===== src/rtl/tlc_pkg.sv =====
// Shared types and constants for the traffic-light controller timing-parameter path.
// Holds the programmer FSM encoding, bus widths and slot indices.
package tlc_pkg;

  localparam int TP_SEL_W = 2;
  localparam int T_VAL_W  = 4;

  localparam logic [TP_SEL_W-1:0] TP_BASE = 2'd0;
  localparam logic [TP_SEL_W-1:0] TP_EXT  = 2'd1;
  localparam logic [TP_SEL_W-1:0] TP_YEL  = 2'd2;

  typedef enum logic [2:0] {
    ST_IDLE,
    ST_SETUP,
    ST_PULSE,
    ST_HOLD,
    ST_FINISH
  } state_t;

  function automatic int max3(input int a, input int b, input int c);
    int m;
    m = (a > b) ? a : b;
    return (m > c) ? m : c;
  endfunction

endpackage


===== src/rtl/tparam_programmer_phase_timer.sv =====
// Shared down-counter for the SETUP/PULSE/HOLD phases: load with (cycles-1),
// expire reads high on the last cycle of the phase.
module phase_timer #(
  parameter int CNT_W = 2
) (
  input  logic             clk,
  input  logic             reset,
  input  logic             load,
  input  logic [CNT_W-1:0] load_val,
  output logic             expire
);

  logic [CNT_W-1:0] cnt;

  // NOTE: sequential state is updated with non-blocking assignments so every
  // flop samples pre-edge values regardless of block evaluation order.
  always_ff @(posedge clk or posedge reset) begin
    if (reset) begin
      cnt <= '0;
    end else if (load) begin
      cnt <= load_val;
    end else if (cnt != '0) begin
      cnt <= cnt - CNT_W'(1);
    end
  end

  assign expire = (cnt == '0);

endmodule


===== src/rtl/tparam_programmer.sv =====
// Stages timing-parameter writes in a shadow bank and, on commit, replays every
// pending slot to the controller in ascending order with setup/pulse/hold framing.
module tparam_programmer
  import tlc_pkg::*;
#(
  parameter int NUM_PARAMS = 3,
  parameter int SETUP_CYC  = 2,
  parameter int PULSE_CYC  = 3,
  parameter int HOLD_CYC   = 2
) (
  input  logic                clk,
  input  logic                reset,
  input  logic                wr_valid,
  input  logic [TP_SEL_W-1:0] wr_sel,
  input  logic [T_VAL_W-1:0]  wr_val,
  output logic                wr_ready,
  input  logic                commit,
  output logic [TP_SEL_W-1:0] tp_sel,
  output logic [T_VAL_W-1:0]  t_val,
  output logic                reprogram,
  output logic                busy,
  output logic                done,
  output logic                err
);

  localparam int MAX_CYC = max3(SETUP_CYC, PULSE_CYC, HOLD_CYC);
  localparam int CNT_W   = $clog2(MAX_CYC + 1);

  state_t state, next_state;

  logic [NUM_PARAMS-1:0] pending, pend_mix, pend_next;
  logic [T_VAL_W-1:0]    shadow  [NUM_PARAMS];
  logic [T_VAL_W-1:0]    val_mix [NUM_PARAMS];

  logic                wr_fire, wr_ok;
  logic                found, take;
  logic [TP_SEL_W-1:0] low_sel;
  logic [T_VAL_W-1:0]  low_val;
  logic                tmr_load, expire;
  logic [CNT_W-1:0]    tmr_val;

  // Fold a same-cycle write into the bank view so a write+commit is applied.
  // NOTE: every always_comb output gets a default first; a missed branch would
  // otherwise infer a latch.
  always_comb begin
    wr_fire  = wr_valid && (state == ST_IDLE);
    wr_ok    = wr_fire && (int'(wr_sel) < NUM_PARAMS);
    pend_mix = pending;
    val_mix  = shadow;
    for (int i = 0; i < NUM_PARAMS; i++) begin
      if (wr_ok && (wr_sel == TP_SEL_W'(i))) begin
        pend_mix[i] = 1'b1;
        val_mix[i]  = wr_val;
      end
    end
    found   = 1'b0;
    low_sel = '0;
    low_val = '0;
    for (int i = NUM_PARAMS - 1; i >= 0; i--) begin
      if (pend_mix[i]) begin
        found   = 1'b1;
        low_sel = TP_SEL_W'(i);
        low_val = val_mix[i];
      end
    end
  end

  always_comb begin
    next_state = state;
    take       = 1'b0;
    case (state)
      ST_IDLE: begin
        if (commit) begin
          take       = found;
          next_state = found ? ST_SETUP : ST_FINISH;
        end
      end
      ST_SETUP:  if (expire) next_state = ST_PULSE;
      ST_PULSE:  if (expire) next_state = ST_HOLD;
      ST_HOLD: begin
        if (expire) begin
          take       = found;
          next_state = found ? ST_SETUP : ST_FINISH;
        end
      end
      ST_FINISH: next_state = ST_IDLE;
      default:   next_state = ST_IDLE;
    endcase
  end

  always_comb begin
    pend_next = pend_mix;
    if (take) begin
      for (int i = 0; i < NUM_PARAMS; i++) begin
        if (low_sel == TP_SEL_W'(i)) pend_next[i] = 1'b0;
      end
    end
  end

  // Every phase entry (including HOLD -> SETUP of the next slot) reloads the timer.
  always_comb begin
    tmr_load = (next_state != state);
    case (next_state)
      ST_SETUP: tmr_val = CNT_W'(SETUP_CYC - 1);
      ST_PULSE: tmr_val = CNT_W'(PULSE_CYC - 1);
      ST_HOLD:  tmr_val = CNT_W'(HOLD_CYC - 1);
      default:  tmr_val = '0;
    endcase
  end

  phase_timer #(.CNT_W(CNT_W)) u_timer (
    .clk      (clk),
    .reset    (reset),
    .load     (tmr_load),
    .load_val (tmr_val),
    .expire   (expire)
  );

  always_ff @(posedge clk or posedge reset) begin
    if (reset) state <= ST_IDLE;
    else       state <= next_state;
  end

  // NOTE: the shadow bank is reset explicitly because cleared values are
  // architecturally visible; it is a handful of flops, not a RAM.
  always_ff @(posedge clk or posedge reset) begin
    if (reset) begin
      pending <= '0;
      for (int i = 0; i < NUM_PARAMS; i++) shadow[i] <= '0;
      tp_sel  <= '0;
      t_val   <= '0;
      err     <= 1'b0;
    end else begin
      pending <= pend_next;
      shadow  <= val_mix;
      err     <= wr_fire && !wr_ok;
      if (take) begin
        tp_sel <= low_sel;
        t_val  <= low_val;
      end
    end
  end

  // Decoded from state so the async reset drops reprogram without a clock edge.
  assign wr_ready  = (state == ST_IDLE);
  assign reprogram = (state == ST_PULSE);
  assign busy      = (state == ST_SETUP) || (state == ST_PULSE) || (state == ST_HOLD);
  assign done      = (state == ST_FINISH);

endmodule

===== config.mk =====
export PLATFORM = sky130hd
export DESIGN_NAME = tparam_programmer
export DESIGN_NICKNAME = d
export VERILOG_FILES = /design/src/rtl/tlc_pkg.sv /design/src/rtl/tparam_programmer_phase_timer.sv /design/src/rtl/tparam_programmer.sv
export SDC_FILE = /design/constraint.sdc
export NUM_CORES = 1
export LEC_CHECK = 0
export CAP_MARGIN = 20
export CORE_UTILIZATION = 30
export CTS_CLUSTER_DIAMETER = 80
export DETAILED_ROUTE_END_ITERATION = 6
export PLACE_DENSITY_LB_ADDON = 0.25
export SLEW_MARGIN = 15
export SYNTH_ARGS = -nofsm -noshare
export SYNTH_HDL_FRONTEND = slang
export SYNTH_SLANG_ARGS = --single-unit

===== constraint.sdc =====
create_clock -name clk -period 2.43 [get_ports clk]
set_input_delay 0.243 -clock clk [delete_from_list [all_inputs] [get_ports clk]]
set_output_delay 0.243 -clock clk [all_outputs]
set_load 0.05 [all_outputs]

==> impl_metrics.csv <==
group,metric,value,unit
clocking,cts_setup_buffers,0,
sta,whs,0.3074,ns
drt,wl_per_cell,15.65,um
yosys,synthCells,123,
setup_path,required,2.19,ns
drt,drt-total-wl,3067,um
drt,firstDrtPassIters,4,
setup_path,arrival,1.96,ns
placement,placed_area,1614,um^2
global_route,grt-ovfl-total,0,
yosys,syn_avg_cell_area,11.24,um^2
sta,fin_crit_sh,0.9077,
global_route,grt_pass1_wl,5175,um
drt,final_antenna_net_count,0,
drt,route.met3.wl,161,um
setup_path,critPathLaunchType,"register",
sta,setup_ws,0.2244,ns
yosys,seq_area_frac_synth,0.4887,
sta,setup-tns-final,0,ns
yosys,synth.distinct_cells,40,
yosys,syn_area,1383,um^2
setup_path,worst_r2r_startpoint,"state[0]$_DFF_PP0_",
layout,area_growth_syn_to_layout,20.63,%
clocking,clk_pin_slew_worst_paths,0.10,ns
drt,vias,1025,
hold_path,min_path_type,"in2async",
power,irDropWorstVdd,0.5314,mV
clocking,cts_tree,"done",
drt,avgViaCountPerCell,5.230,
drt,met2_length,1454,um
placement,pre_cts_slack,0.2040,ns
clocking,ctsResizeCount,0,
yosys,synth_edf_count,0,
sta,finalHoldViolations,0,
global_route,grt_usage,0.1356,
drt,drcViolationCount,0,
global_route,grt_max_degree,28,
floorplanning,dieArea,4884,um^2
floorplanning,die_y,69.89,um
sta,fin_worst_skew,0.002369,ns
global_route,grt_pass1_vias,1064,
clocking,clk_path_buf_depth,2,
global_route,grt_antenna_before_repair,0,
floorplanning,initial_core_util,0.3154,
yosys,async_flop_share,1.000,
clocking,cts_root_buf,"clkbuf_8",
layout,fin_cells,196,
floorplanning,chipWidth,69.89,um
sta,setup_viol,0,
sta,slew_headroom,0.6619,
layout,nets,156,
layout,final_core_util,0.3804,
sta,worstMarginPinSlew,0.5056,ns
placement,hpwlAfterDp,2213,um
yosys,syn_nets,134,
run_status,status,"completed",
drt,drtIter0Drc,47,
yosys,synth_flop_cell,"dfrtp_1",
power,powerDensity,1435,nW/um^2
setup_path,critPathKind,"reg2out",
sta,rsz0062_at_grt,"no",
clocking,hold_buffers,0,
sta,finalMaxSlewViolations,0,
power,p_total,2.393,mW
drt,wl_met1,1416,um
placement,dp_cells,192,
flow_run,maxCapViolations,0,
sta,finalCriticalPeriod,2.206,ns
placement,routabilityCongestion,0.7548,
clocking,clock-sinks,27,
placement,port_buffers,20,
layout,design_area,1668,um^2
clocking,cts_buffers,3,
yosys,synth_seq_cells,27,
drt,top_layer,"met4",
sta,max_freq,453.4,MHz
setup_path,cp-end-kind,"output pin",
layout,drive_above_1_share,0.1944,
layout,n_antenna_cell,0,
floorplanning,num_io_pins,21,
clocking,h-tree-depth,1,
setup_path,crit_path_start,"state[2]$_DFF_PP0_",
yosys,ys_warn_count,0,
floorplanning,rows,24,
clocking,clkLatencyLatePin,0.28,ns
floorplanning,design.core.area,4384,um^2
power,leakagePower,0.7528,nW
setup_path,cp_max_fo,7,
## critical path, cell delays in order (launching register included)
cell and delay [ns]:
dfrtp_1 0.59, inv_1 0.13, nor3_1 0.15, clkdlybuf4s50_1 0.82
## worst paths after layout
path | to | depth (start not counted) | slack (ns)
max in group asynchronous | shadow[4]$_DFF_PP0_ | 3 | 1.86
min | u_timer.cnt[1]$_DFFE_PP0P_ | 3 | 0.31
min reg2reg | shadow[6]$_DFF_PP0_ | 1 | 0.48
max | done | 3 | 0.22
max reg2reg | t_val[1]$_DFFE_PP0P_ | 5 | 0.46
min in group clk | shadow[6]$_DFF_PP0_ | 1 | 0.48
## kinds of logic (layout without fill, tap and decap cells)
family,after synthesis,count (layout),synth area share
AOI/OAI and AO/OA,32,32,0.1846
xor gates and xnor gates,1,1,0.006336
adders and majority gates,1,1,0.009048
buffers and inverters,10,31,0.04887
DFF,27,27,0.4887
muxes,8,8,0.06787
and+or+nand+nor,44,44,0.1946
## placed cells by master (no fill, tap or decap), drive strengths merged, types with 2 or more instances in the layout
master	n
a22o	2
nand2	6
a31oi	4
a222oi	4
clkdlybuf4s50	18
inv	5
nor2b	2
buf	2
nor3	3
a21oi	5
clkbuf	3
nor2	11
mux2	8
nand3	2
dfrtp	27
dlymetal6s2s	2
and2	7
o21ai	8
a21o	4
and3	8
## registers in the layout, summed over array words and instances, names as in the netlist
| name | cells |
|---|---|
| shadow | 12 |
| t_val | 4 |
| pending | 3 |
| state | 3 |
| tp_sel | 2 |
| u_timer.cnt | 2 |
| err | 1 |
## cells in the mapped netlist, types with 2 or more instances
cell	count	area (um^2)
a21oi_1	3	15.01
nand3_1	2	10.01
and3_2	2	15.01
o21ai_0	6	30.03
a222oi_1	4	40.04
mux2_2	7	78.83
inv_1	5	18.77
buf_6	3	33.78
a21o_1	4	30.03
buf_4	2	15.01
and2_1	5	31.28
a31oi_1	4	25.02
dfrtp_1	27	675.7
o21ai_1	2	10.01
and3_1	6	37.54
nand2_1	6	22.52
nor2_1	11	41.29
nor3_1	2	10.01
## layout make-up
class	instances	area, um^2
sequential	27	675.6
clock inverter	1	7.507
tap	52	65.06
timing repair buffer	22	220.2
inverter	5	18.77
clock buffer	3	41.29
multi-input combinational	86	639.4
fill	420	2716
## layer usage
metal  track usage  up-vias
met5             0        -
met4       0.04444        0
met3       0.03608        4
met2        0.2201       28
met1        0.1753      508
li1              -      485
## power breakdown
| group | switching (mW) | internal, mW |
|---|---|---|
| registers | 0.187 | 0.657 |
| logic | 0.759 | 0.525 |
| clock network | 0.149 | 0.117 |
(Power assumes the default switching activity.)
